$ cat src/rtl/bp_be_late_scoreboard.sv
// bp_be_late_scoreboard
//   Late-writeback scoreboard. It keeps one pending-write counter per
//   architectural register. Score ports allocate entries, and clear ports
//   retire them. Lookup ports report which registers still have a late
//   write outstanding, so the hazard logic can hold dispatch.
//
// Ports
//   clk_i, reset_n_i        clock, asynchronous active-low reset
//   flush_i                 drop every pending entry; no score is taken
//   score_v_i/score_rd_i    allocate requests (lower port index wins)
//   score_ready_o           per-port acceptance, combinational
//   clear_v_i/clear_rd_i    late writebacks
//   rs_i/rs_match_o         source lookups against registered counts
//   rd_i/rd_match_o         destination lookup (WAW)
//   empty_o                 registered: no counter is non-zero
//   underflow_o             sticky: a clear found its counter already at 0
//
// Score handshake: an entry is allocated exactly when score_v_i[k] and
// score_ready_o[k] are both high in the same cycle. score_ready_o[k] may
// depend on score_v_i. A valid score that is not ready is not allocated,
// and the requester must stall and re-present it.
module bp_be_late_scoreboard #(
  parameter int num_regs_p           = 32,
  parameter int num_rs_p             = 3,
  parameter int num_score_p          = 2,
  parameter int num_clear_p          = 2,
  parameter int cnt_width_p          = 2,
  parameter int zero_reg_hardwired_p = 1,
  localparam int aw = $clog2(num_regs_p)
) (
  input  logic                        clk_i,
  input  logic                        reset_n_i,
  input  logic                        flush_i,
  input  logic [num_score_p-1:0]      score_v_i,
  input  logic [num_score_p*aw-1:0]   score_rd_i,
  output logic [num_score_p-1:0]      score_ready_o,
  input  logic [num_clear_p-1:0]      clear_v_i,
  input  logic [num_clear_p*aw-1:0]   clear_rd_i,
  input  logic [num_rs_p*aw-1:0]      rs_i,
  input  logic [aw-1:0]               rd_i,
  output logic [num_rs_p-1:0]         rs_match_o,
  output logic                        rd_match_o,
  output logic                        empty_o,
  output logic                        underflow_o
);

  localparam int max_cnt = (1 << cnt_width_p) - 1;
  // Wide enough for count plus every score port, with one spare bit.
  localparam int cw = cnt_width_p + $clog2(num_score_p + num_clear_p + 1) + 1;
  localparam bit zero_hw = (zero_reg_hardwired_p != 0);

  logic [cnt_width_p-1:0] cnt   [num_regs_p];
  logic [cnt_width_p-1:0] cnt_n [num_regs_p];

  logic [aw-1:0] s_rd [num_score_p];
  logic [aw-1:0] c_rd [num_clear_p];
  logic [aw-1:0] l_rs [num_rs_p];

  for (genvar k = 0; k < num_score_p; k++) begin : g_srd
    assign s_rd[k] = score_rd_i[k*aw +: aw];
  end
  for (genvar p = 0; p < num_clear_p; p++) begin : g_crd
    assign c_rd[p] = clear_rd_i[p*aw +: aw];
  end
  for (genvar i = 0; i < num_rs_p; i++) begin : g_rs
    assign l_rs[i] = rs_i[i*aw +: aw];
  end

  // Score acceptance: uses registered counts only, so a clear in the
  // same cycle never frees room for a score.
  logic [cw-1:0] n_prior;
  always_comb begin
    score_ready_o = '0;
    n_prior       = '0;
    for (int k = 0; k < num_score_p; k++) begin
      n_prior = '0;
      for (int j = 0; j < k; j++) begin
        if (score_ready_o[j] && (s_rd[j] == s_rd[k])) n_prior = n_prior + 1'b1;
      end
      score_ready_o[k] = score_v_i[k] && !flush_i
                         && !(zero_hw && (s_rd[k] == '0))
                         && ((cw'(cnt[s_rd[k]]) + n_prior) < cw'(max_cnt));
    end
  end

  // Clear effectiveness: a clear counts only if the counter still holds
  // an entry after the earlier effective clears to the same register.
  logic [num_clear_p-1:0] clr_eff;
  logic [cw-1:0]          c_prior;
  logic                   uf_set;
  always_comb begin
    clr_eff = '0;
    c_prior = '0;
    uf_set  = 1'b0;
    for (int p = 0; p < num_clear_p; p++) begin
      c_prior = '0;
      for (int q = 0; q < p; q++) begin
        if (clr_eff[q] && (c_rd[q] == c_rd[p])) c_prior = c_prior + 1'b1;
      end
      if (clear_v_i[p] && !(zero_hw && (c_rd[p] == '0))) begin
        if (cw'(cnt[c_rd[p]]) > c_prior) clr_eff[p] = 1'b1;
        else                             uf_set     = 1'b1;
      end
    end
  end

  // Next counts: add accepted scores, then subtract effective clears.
  // The sum stays within 0..max_cnt because effective clears never
  // exceed the registered count.
  logic [cw-1:0] acc;
  logic          empty_n;
  always_comb begin
    acc     = '0;
    empty_n = 1'b1;
    for (int r = 0; r < num_regs_p; r++) begin
      acc = cw'(cnt[r]);
      for (int k = 0; k < num_score_p; k++) begin
        if (score_ready_o[k] && (s_rd[k] == aw'(r))) acc = acc + 1'b1;
      end
      for (int p = 0; p < num_clear_p; p++) begin
        if (clr_eff[p] && (c_rd[p] == aw'(r))) acc = acc - 1'b1;
      end
      cnt_n[r] = flush_i ? '0 : acc[cnt_width_p-1:0];
      if (cnt_n[r] != '0) empty_n = 1'b0;
    end
  end

  always_ff @(posedge clk_i or negedge reset_n_i) begin
    if (!reset_n_i) begin
      for (int r = 0; r < num_regs_p; r++) cnt[r] <= '0;
      empty_o     <= 1'b1;
      underflow_o <= 1'b0;
    end else begin
      for (int r = 0; r < num_regs_p; r++) cnt[r] <= cnt_n[r];
      empty_o <= empty_n;
      if (uf_set) underflow_o <= 1'b1;
    end
  end

  // Lookups read registered state only, with no same-cycle bypass.
  always_comb begin
    rs_match_o = '0;
    for (int i = 0; i < num_rs_p; i++) begin
      rs_match_o[i] = (cnt[l_rs[i]] != '0) && !(zero_hw && (l_rs[i] == '0));
    end
    rd_match_o = (cnt[rd_i] != '0) && !(zero_hw && (rd_i == '0));
  end

  // Address range checks on every address port.
  always_comb begin
    if (reset_n_i) begin
      for (int k = 0; k < num_score_p; k++)
        assert ({1'b0, s_rd[k]} < (aw+1)'(num_regs_p));
      for (int p = 0; p < num_clear_p; p++)
        assert ({1'b0, c_rd[p]} < (aw+1)'(num_regs_p));
      for (int i = 0; i < num_rs_p; i++)
        assert ({1'b0, l_rs[i]} < (aw+1)'(num_regs_p));
      assert ({1'b0, rd_i} < (aw+1)'(num_regs_p));
    end
  end

endmodule

$ cat config.mk
export PLATFORM = sky130hd
export DESIGN_NAME = bp_be_late_scoreboard
export DESIGN_NICKNAME = d
export VERILOG_FILES = /design/src/rtl/bp_be_late_scoreboard.sv
export SDC_FILE = /design/constraint.sdc
export NUM_CORES = 1
export LEC_CHECK = 0
export BUFFER_PORTS_ARGS = -buffer_cell sky130_fd_sc_hd__buf_2
export CAP_MARGIN = 20
export CORE_MARGIN = 3
export CORE_UTILIZATION = 60
export DETAILED_ROUTE_END_ITERATION = 12
export PLACE_DENSITY = 0.82
export SETUP_SLACK_MARGIN = 0.05
export SYNTH_ARGS = -nofsm -noshare
export SYNTH_HDL_FRONTEND = slang
export SYNTH_SLANG_ARGS = --single-unit
$ cat constraint.sdc
create_clock -name clk_i -period 13.7 [get_ports clk_i]
set_input_delay 2.055 -clock clk_i [delete_from_list [all_inputs] [get_ports clk_i]]
set_output_delay 2.055 -clock clk_i [all_outputs]
set_load 0.05 [all_outputs]
-- Word-level counts from Yosys, hierarchy flattened
Index checks and enable logic that the tools add are counted.
W data, S select, Z words.
- reduce and logical (&&, ||, !) cells: 195
- add/sub/neg operators: 129
- $lt $le $gt $ge: 12
- bitwise operators: 8
- equal/unequal tests: 126
- mux-type cells: 226
- operators by type and width (kind ; count):
    $mux W2 ; 176
    $eq A5 B5 Y1 const B ; 64
    $eq A5 B4 Y1 const B ; 32
    $logic_and A1 B1 Y1 ; 142
    $add A2 B1 Y2 const B ; 64
    $sub A2 B1 Y2 const B ; 64
    $bmux W2 S5 ; 8
    $eq A5 B3 Y1 const B ; 16
    $reduce_bool A2 Y1 ; 36
    $ge A6 B6 Y1 const B ; 8
    $not A5 Y6 ; 8
    $mux W1 ; 42
    $eq A5 B2 Y1 const B ; 8
    $logic_not A5 Y1 ; 8
    $eq A5 B1 Y1 const B ; 4
    $eq A5 B5 Y1 ; 2
    $logic_not A1 Y1 ; 9
    $gt A2 B6 Y1 ; 1
    $add A2 B1 Y3 ; 1
    $lt A3 B2 Y1 const B ; 1
    $gt A2 B1 Y1 const B ; 1
    $lt A2 B2 Y1 const B ; 1
- input port bits: 47
- word-level logic and storage cells: 730
- bits in registers: 66
- output and inout bits: 8

-- Depth between registers and ports, before layout
Gate-level depths: netlist of run 1.
- word-level depth: 51
- gate-level depth with buffers: 24

-- Least setup slack after synthesis of run 1
OpenSTA, ideal clock, no wires.
- path kind: in2out
- start point: input score_rd_i[5]
- end point: output score_ready_o[1]
- stages on the path: 12
- data arrival time: 6.591 ns
- slack: 5.054 ns
- data required time: 11.645 ns
- buffers on the path: 4
- cell sequence: clkbuf_1 -> buf_1 -> buf_1 -> mux4_2 -> mux4_2 -> mux2_2 -> ha_1 -> ha_1 -> a21oi_1 -> clkbuf_1 -> nand2_1 -> a31oi_1
- longest elaborated chain between the ends: 7
- elaborated cells on any way between the ends: 13
- those cells by class: add/sub (1); order compare (1); eq/ne (1); mux (4); bitwise (1); reduce/logical (5)
- RTL lines (element ; RTL line ; RTL):
    from (decl) ; 35 ; input logic [num_score_p*aw-1:0] score_rd_i,
    $not A5 Y6 (implied by the code) ; 82 ; && ((cw'(cnt[s_rd[k]]) + n_prior) < cw'(max_cnt));
    $bmux W2 S5 ; 82 ;
    $mux W2 (implied by the code) (2 in series) ; 82 ;
    $add A2 B1 Y3 ; 82 ;
    $lt A3 B2 Y1 ; 82 ;
    $logic_and A1 B1 Y1 * ; 82 ;
    to (decl) ; 36 ; output logic [num_score_p-1:0] score_ready_o,
Every way passes the cells marked *; elsewhere a longest branch is shown, timed or not. The select of a mux whose other input is x is not followed.

==> results of run 1 <==
registers in the layout, summed over array words and instances, names as in the netlist:
register and cells:
empty_o 1, underflow_o 1, cnt 64
cell type report:
class	count	share of cell area, %
flip-flops and latches	66	14.3
clock buffers	11	2.02
repair buffers	63	2.98
multi-input cells	1109	77.2
diodes	1	0.0217
inverters	22	0.716
well taps	229	2.49
clock inverters	5	0.271
worst min path at each step:
stage                start     endpoint  slack, ns  depth (start not counted)
3_3_place_gp   underflow_o  underflow_o       0.48                          2
3_5_place_dp   underflow_o  underflow_o       0.49                          2
2_1_floorplan      cnt[62]      cnt[62]       0.55                          1
4_1_cts        underflow_o  underflow_o       0.50                          2
5_1_grt        underflow_o  underflow_o       0.52                          2
6_report       underflow_o  underflow_o       0.51                          2
critical path, stage by stage:
cell and delay [ns]:
buf_2 0.58, mux4_2 0.59, nand2_1 0.14, nand4_4 0.25, a21oi_1 0.54, a31o_2 0.20, and4_1 0.17, ha_1 0.15
ha_1 0.23, a21oi_1 0.44, buf_4 0.27, nand4_1 0.25, xnor2_1 0.30, xnor2_1 0.17, xnor2_1 0.17, mux2_2 0.37
nor4_1 0.56, o2111ai_1 0.31, nor4_1 0.52, nand4_1 0.17, nor4_2 0.30
logic make-up after synthesis:
logic type | share of synthesized area, %
AND/OR/NAND/NOR | 26.4
AO/OA/AOI/OAI | 19.4
multiplexers | 22.2
XOR/XNOR | 10.5
buffers and inverters | 5.34
flip-flops | 14.8
adder cells (fa/ha/maj) | 1.32
placed cells by master, fill, tap and decap left out, types with 11 or more instances in the layout:
cell type / synthesis / final
a211oi_1: 23 / 23
a21o_1: 11 / 11
a21oi_1: 63 / 63
a31oi_1: 16 / 16
and2_1: 19 / 19
and3_1: 11 / 11
and4_1: 11 / 11
buf_2: 6 / 53
dfrtp_1: 65 / 65
inv_1: 21 / 21
maj3_1: 11 / 11
mux2_2: 11 / 11
mux2i_1: 37 / 37
mux4_2: 88 / 88
nand2_1: 91 / 91
nand2b_1: 21 / 21
nand3_1: 40 / 40
nand4_1: 36 / 36
nor2_1: 122 / 122
nor2b_1: 29 / 29
nor3_1: 53 / 53
nor3b_1: 16 / 16
nor4_1: 30 / 30
o2111ai_1: 14 / 14
o211ai_1: 12 / 12
o21ai_0: 31 / 31
or2_2: 12 / 12
xnor2_1: 95 / 95
xor2_1: 28 / 28
power groups by stage:
stage,combinational (W),clock (W),sequential [W]
5_1_grt,0.000207,0.000235,0.000215
3_5_place_dp,0.000189,0,0.000218
2_1_floorplan,0.000141,0,0.000213
3_3_place_gp,0.000187,0,0.000218
6_report,0.000198,0.000230,0.000216
4_1_cts,0.000190,0.000229,0.000214
through the flow:
step	hold slack (ns)	worst slack (ns)	utilization, %	area (um^2)
final	0.508	5.21	63.7	11500
after global placement	0.484	4.88	62.0	11200
after floorplan	0.550	5.05	-	11100
after global routing	0.523	5.06	63.7	11500
after detailed placement	0.487	4.81	62.0	11200
after CTS	0.504	5.15	63.5	11500
routing by layer:
metal  up-vias  global-route usage, %
met1      5640                   56.5
met5         -                      0
met2      1075                   66.1
met3       291                   13.0
li1       4973                      -
met4         4                   30.6
==> out/qor.txt, run 1 <==
Dpl cells: 1,484
CTS buffer count: 9
Dominant synthesized flop cell: dfrtp_1
RSZ-0062 raised after global routing: no
Setup_tns: 0 ns
Startpoint Class: input pin
Post-synth EDFFs: 0
WP data required: 13.98 ns
Total GRT Usage: 44.7%
H-tree levels: 3
Total clock sinks: 66
DR vias: 12,000
Cells after Synth: 1,299
# rows: 49
Nets@finish: 1,321
Postcts setup bufs: 0
Layout cells sized above 1: 17.7%
Final Hold Fails: 0
DR WL met3: 6380 um
Worst-margin pin slew: 1.25 ns
Mean routed wirelength per cell: 30.5 um
Drt via density: 7.96
Router iterations before antenna repair: 6
Reg area: 0.00165 mm^2
Worst Setup End Kind: register
Clk_skew: 0.0115 ns
Hold-fix buffers, CTS: 0
Largest net degree at the start of global routing: 67
Setup crit end: empty_o
Max Cap Violations: 0
Number of global-route vias before repair: 10,700
Top-area cell type share of the netlist area: 17.8%
PortBufs: 54
Synth Warn #: 0
CTS tree: yes
Max IR drop VDD: 0.0618 mV
Most common cell in the netlist: nor2_1
Final period utilization: 62.0%
Die Ht: 142 um
Power Total: 0.000644 W
Post-synth ARST share: 100%
Post-synthesis cell area: 0.0111 mm^2
Placer Congestion: 1.13
Clock share of power: 35.7%
Area of the multi-input gates: 0.00890 mm^2
WL final: 46,000 um
Die W: 142 um
CTS max path bufs: 2
Post-Layout Cell Count: 1,506
Leakage: 4.06 nW
Initial Utilization: 61.6%
HP Class: reg2reg
Worst-path fanout max: 25
Internal power: 0.000393 W
Flop pwr share: 33.5%
Area grow syn2layout: 3.45%
Fill cells: 1,538
Highest routing layer actually used: met5
Yosys reg bits: 66
Critical Path AT: 8.77 ns
Commonest cells post-synth: 122 x nor2_1, 95 x xnor2_1, 91 x nand2_1
Dpl hpwl: 35,300 um
Global-route wire length before repair: 67,300 um
Root Driver: clkbuf_16
Reg-to-Reg Start: cnt[61]
Post-synth top area cell: mux4_2
Final setup violating endpoints: 0
Clock transition at path regs: 0.06 ns
Antenna violations before repair: 2
Core area: 0.0181 mm^2
Pwr per Cell Area: 55.9 mW/mm^2
Switching Power: 0.000251 W
Library cells used by synthesis: 99
M1 WL: 15,900 um
Reg-to-reg endpoint: empty_o
Ports: 55
CP Launch Point: score_rd_i[0]
Die Area: 0.0202 mm^2
Switching share of power: 39.0%
Clock Latency Late Sink: 0.37 ns
Syn Area/Cell: 8.58 um^2
Final Critical Period: 8.49 ns
Total grt overflow: 0
Syn Nets: 1,349
Critical path class: in2reg
DR DRC count: 0
Gate power share: 30.8%
DRT antenna net count: 0
R2R Setup Slk: 6.94 ns
Iter 0 DRT Violations: 1,970
Fmax: 118 MHz
Run status: completed
Post-CTS sizing: 0
Worst reg-to-reg path cell count: 19
Top post-synthesis cells by area: mux4_2 18%, dfrtp_1 15%, xnor2_1 7.5%
Slew Viols, Final: 0
Sequential fraction of the synthesis area: 14.8%
Worst relative slew slack: 15.7%
Metal2 WL: 19,500 um
No activity file was read; power rests on OpenSTA's default activity.
==> run 2: changes to the inputs <==
--- a/config.mk
+++ b/config.mk
@@ -8,9 +8,9 @@
 export BUFFER_PORTS_ARGS = -buffer_cell sky130_fd_sc_hd__buf_2
 export CAP_MARGIN = 20
 export CORE_MARGIN = 3
-export CORE_UTILIZATION = 60
+export CORE_UTILIZATION = 58
 export DETAILED_ROUTE_END_ITERATION = 12
-export PLACE_DENSITY = 0.82
+export PLACE_DENSITY = 0.83
 export SETUP_SLACK_MARGIN = 0.05
 export SYNTH_ARGS = -nofsm -noshare
 export SYNTH_HDL_FRONTEND = slang
==> constraint.sdc (replaced) <==
create_clock -name clk_i -period 7.1 [get_ports clk_i]
set_input_delay 1.065 -clock clk_i [delete_from_list [all_inputs] [get_ports clk_i]]
set_output_delay 1.065 -clock clk_i [all_outputs]
set_load 0.05 [all_outputs]
==> out/qor.txt, run 2 (synthesis results as in run 1) <==
Run status: completed
CP Launch Point: clear_rd_i[0]
Worst-margin pin slew: 1.16 ns
Ports: 55
Reg-to-Reg Start: cnt[44]
Max Cap Violations: 0
Antenna violations before repair: 2
Switching share of power: 35.9%
Internal power: 0.000851 W
Total grt overflow: 0
Final Hold Fails: 0
Final setup violating endpoints: 0
WP data required: 7.37 ns
Dpl hpwl: 35,200 um
Die W: 145 um
Fill cells: 1,636
Reg-to-reg endpoint: empty_o
PortBufs: 54
Biggest register: cnt
Initial Utilization: 59.4%
Mean routed wirelength per cell: 29.5 um
Largest net degree at the start of global routing: 72
Pwr per Cell Area: 112 mW/mm^2
Setup_tns: 0 ns
Worst relative slew slack: 22.0%
Startpoint of the worst hold path: underflow_o
DRT antenna net count: 0
Fmax: 148 MHz
Leakage: 4.25 nW
Total GRT Usage: 43.1%
Final period utilization: 95.5%
Postcts setup bufs: 0
Switching Power: 0.000477 W
Critical path class: in2reg
Worst Setup End Kind: register
Clock transition at path regs: 0.07 ns
H-tree levels: 3
Biggest regs: cnt (64), empty_o (1), underflow_o (1)
Die Ht: 145 um
Area of the multi-input gates: 0.00890 mm^2
Core area: 0.0188 mm^2
Drt via density: 7.72
WL final: 45,600 um
Flop pwr share: 31.2%
Post-Layout Cell Count: 1,548
Dpl cells: 1,531
Iter 0 DRT Violations: 1,694
Most frequent cells in the layout: 122 x nor2_1, 95 x xnor2_1, 91 x nand2_1
CTS buffer count: 9
Max IR drop VDD: 0.113 mV
HP Class: reg2reg
Area grow syn2layout: 6.53%
Clock share of power: 38.8%
RSZ-0062 raised after global routing: no
Reg area: 0.00165 mm^2
Clk_skew: 0.0101 ns
Layout cells sized above 1: 20.3%
CP Cell Sequence: buf_2, nor2b_1, a221oi_1, a22oi_1, nand3_1, a31oi_1, nor2_1, ha_1, or2_2, and2_2, a2111oi_4, nor2_2, and2_4, a2111oi_4, a21o_1, a21oi_2, or4_1, or4b_1, nor4_2
Total clock sinks: 66
CTS max path bufs: 2
Crit-path most repeated cell: a2111oi_4
Placer Congestion: 1.11
CP top delay family: simple AND/OR/NAND/NOR gates
Number of global-route vias before repair: 10,500
Slowest CP cell: or4_1
Crit path depth: 19
Power Total: 0.00133 W
CTS tree: yes
Worst reg-to-reg path cell count: 19
Clock Latency Late Sink: 0.37 ns
DR DRC count: 0
Hold-fix buffers, CTS: 0
# rows: 50
R2R Setup Slk: 0.72 ns
Hold Path Sink: underflow_o
Worst-path fanout max: 22
Slew Viols, Final: 0
Router iterations before antenna repair: 8
Worst Path Buf+Inv: 1
Final Critical Period: 6.78 ns
Post-CTS sizing: 0
Commonest non-fill, non-tap cell in the layout: nor2_1
Critical Path AT: 7.05 ns
Largest register FFs: 64
DR vias: 11,900
Nets@finish: 1,359
Gate power share: 30.0%
Startpoint Class: input pin
Worst path max stage delay: 0.64 ns
Die Area: 0.0209 mm^2
Global-route wire length before repair: 66,100 um
Root Driver: clkbuf_16
Hold depth: 2
run 2: power groups by stage:
| stage | clock network (W) | registers, W | logic [W] |
|---|---|---|---|
| 2_1_floorplan | 0 | 0.000411 | 0.000271 |
| 3_3_place_gp | 0 | 0.000419 | 0.000377 |
| 3_5_place_dp | 0 | 0.000419 | 0.000381 |
| 4_1_cts | 0.000508 | 0.000412 | 0.000382 |
| 5_1_grt | 0.000528 | 0.000415 | 0.000416 |
| 6_report | 0.000516 | 0.000414 | 0.000398 |
run 2: tightest hold or removal path, delay by kind of cell, from the launching register on:
kind | cells | cell delay (ns)
flip-flops | 1 | 0.35
AND/OR/NAND/NOR | 1 | 0.05
AO/OA/AOI/OAI | 1 | 0.04
run 2: through the flow:
step | hold WS (ns) | instance area [um^2] | setup slack (ns) | util (%)
floorplan | 0.550 | 11100 | 0.115 | -
global placement | 0.481 | 11500 | 0.287 | 61.5
detailed placement | 0.464 | 11500 | 0.210 | 61.5
CTS | 0.480 | 11900 | 0.540 | 63.2
global route | 0.514 | 11900 | 0.0747 | 63.2
finish | 0.478 | 11900 | 0.322 | 63.3
run 2: worst max path at each step:
stage	end	slack, ns
final	empty_o	0.32
after global routing	empty_o	0.07
after CTS	empty_o	0.54
after detailed placement	empty_o	0.21
after global placement	empty_o	0.29
after floorplan	empty_o	0.11
run 2: area by class of cell:
class,instances,share of cell area (%)
Tap cell,234,2.47
Inverter,22,0.696
Clock inverter,1,0.253
Timing Repair Buffer,101,5.24
Sequential cell,66,13.9
Multi-Input combinational cell,1109,74.9
Antenna cell,1,0.0211
Clock buffer,14,2.48
run 2: layer usage:
layer / GRT usage (%) / wire [um] / vias to the layer above
met5: 0 / 16 / -
met4: 32.3 / 4370 / 4
met3: 13.7 / 6180 / 276
met2: 60.9 / 18800 / 1019
met1: 55.0 / 16300 / 5590
li1: - / - / 5059
==> run 3: changes to the inputs <==
--- a/config.mk
+++ b/config.mk
@@ -11,6 +11,7 @@
 export CORE_UTILIZATION = 58
 export DETAILED_ROUTE_END_ITERATION = 12
 export PLACE_DENSITY = 0.83
+export RECOVER_POWER = 50
 export SETUP_SLACK_MARGIN = 0.05
 export SYNTH_ARGS = -nofsm -noshare
 export SYNTH_HDL_FRONTEND = slang
==> out/qor.txt, run 3 (synthesis results as in run 1) <==
Total clock sinks: 66
Leakage: 4.24 nW
Pwr per Cell Area: 112 mW/mm^2
Gate power share: 29.9%
Placer Congestion: 1.11
Initial Utilization: 59.4%
Final Critical Period: 6.77 ns
Pre-CTS setup slack: 0.210 ns
Final setup violating endpoints: 0
Flop pwr share: 31.2%
Total GRT Usage: 43.1%
Fmax: 148 MHz
Critical Path AT: 7.04 ns
Failing checks: capacitance limit, slew limit
Fill cells: 1,641
Startpoint Class: input pin
Met1 Track Usage GR: 55.0%
Worst-path fanout max: 22
Commonest non-fill, non-tap cell in the layout: nor2_1
Nets@finish: 1,359
CTS max path bufs: 2
Clock Latency Late Sink: 0.37 ns
DRT antenna net count: 0
Area grow syn2layout: 6.44%
Mean routed wirelength per cell: 29.5 um
Root Driver: clkbuf_16
Max IR drop VDD: 0.113 mV
Crit-path most repeated cell: a2111oi_4
Die Area: 0.0209 mm^2
Biggest regs: cnt (64), empty_o (1), underflow_o (1)
Core area: 0.0188 mm^2
Grt met3 use: 13.7%
Clock share of power: 38.9%
Ports: 55
HP Class: reg2reg
Global-route wire length before repair: 66,100 um
DR DRC count: 0
Power Total: 0.00133 W
Layout cells sized above 1: 20.0%
Router iterations before antenna repair: 6
Ant. Diodes: 0
Most frequent cells in the layout: 122 x nor2_1, 95 x xnor2_1, 91 x nand2_1
Switching share of power: 36.0%
Slew Viols, Final: 67
Biggest register: cnt
Postcts setup bufs: 0
Drt via density: 7.71
Worst path max stage delay: 0.64 ns
# rows: 50
Iter 0 DRT Violations: 1,694
Internal power: 0.000850 W
Largest register FFs: 64
Switching Power: 0.000477 W
DR vias: 11,900
CP top delay family: simple AND/OR/NAND/NOR gates
Max Cap Violations: 1
RSZ-0062 raised after global routing: no
H-tree levels: 3
Clock transition at path regs: 0.07 ns
Die Ht: 145 um
Busiest grt layer: met2
CTS tree: yes
Number of global-route vias before repair: 10,500
CP Cell Sequence: buf_2, nor2b_1, a221oi_1, a22oi_1, nand3_1, a31oi_1, nor2_1, ha_1, or2_2, and2_2, a2111oi_4, nor2_2, and2_4, a2111oi_4, a21o_1, a21oi_2, or4_1, or4b_1, nor4_2
Run status: complete, but fails checks
CTS buffer count: 9
PortBufs: 54
Worst Path Buf+Inv: 1
Final Hold Fails: 0
Final period utilization: 95.3%
WL final: 45,600 um
GR Layer Usage met2: 60.9%
Worst Setup End Kind: register
Antenna violations before repair: 2
Clk_skew: 0.0107 ns
Worst relative slew slack: -187%
Hold-fix buffers, CTS: 0
Setup_tns: 0 ns
Critical path class: in2reg
Post-CTS sizing: 0
Die W: 145 um
WP data required: 7.37 ns
Fin worst setup slack: 0.335 ns
Slowest CP cell: or4_1
Total grt overflow: 0
Worst-margin pin slew: 4.30 ns
Dpl hpwl: 35,200 um
Largest net degree at the start of global routing: 72
[run 3: cell types whose count changed in the layout (fill, tap and decap cells not counted)]
cell,previous run,this run
buf_4,47,46
buf_2,53,50
diode_2,1,0
clkbuf_1,1,5
[run 3: area by class of cell]
type | count | area, um^2 | area share [%]
Sequential cell | 66 | 1650 | 13.9
Inverter | 22 | 82.6 | 0.696
Clock inverter | 1 | 30.0 | 0.253
Clock buffer | 14 | 294 | 2.48
Tap cell | 234 | 293 | 2.47
Timing Repair Buffer | 101 | 614 | 5.18
Multi-Input combinational cell | 1109 | 8900 | 75.0
[run 3: worst paths after layout]
kind,cells past startpoint,startpoint,slack [ns],endpoint
min in group asynchronous,1,reset_n_i,2.21,cnt[8]
setup reg to reg,19,cnt[44],0.70,empty_o
max in group asynchronous,1,reset_n_i,2.47,cnt[39]
hold reg to reg,2,underflow_o,0.48,underflow_o
hold / removal,2,underflow_o,0.48,underflow_o
setup / recovery,19,clear_rd_i[0],0.33,empty_o
[run 3: tightest hold or removal path, delay by kind of cell, from the launching register on]
| kind | cells | cell delay [ns] |
|---|---|---|
| DFF | 1 | 0.35 |
| and+or+nand+nor | 1 | 0.05 |
| AOI/OAI and AO/OA | 1 | 0.04 |
[run 3: power groups by stage]
stage               Combinational (W)  Sequential (W)  Clock [W]
finish                       0.000397        0.000414   0.000517
global placement             0.000377        0.000419          0
CTS                          0.000382        0.000412   0.000508
floorplan                    0.000271        0.000411          0
detailed placement           0.000381        0.000419          0
global route                 0.000415        0.000415   0.000528
[run 3: per-layer routing]
| layer | up-vias | part of all wire [%] |
|---|---|---|
| li1 | 5056 | - |
| met2 | 987 | 41 |
| met4 | 4 | 9.7 |
| met5 | - | 0.035 |
| met3 | 293 | 14 |
| met1 | 5591 | 36 |
[run 3: per-stage QoR]
step,area [um^2],instances,utilization (%),hold slack [ns]
floorplan,11100,1299,-,0.550
finish,11900,1547,63.2,0.483
CTS,11900,1546,63.2,0.480
global route,11900,1547,63.2,0.516
detailed placement,11500,1531,61.5,0.464
global placement,11500,1531,61.5,0.481
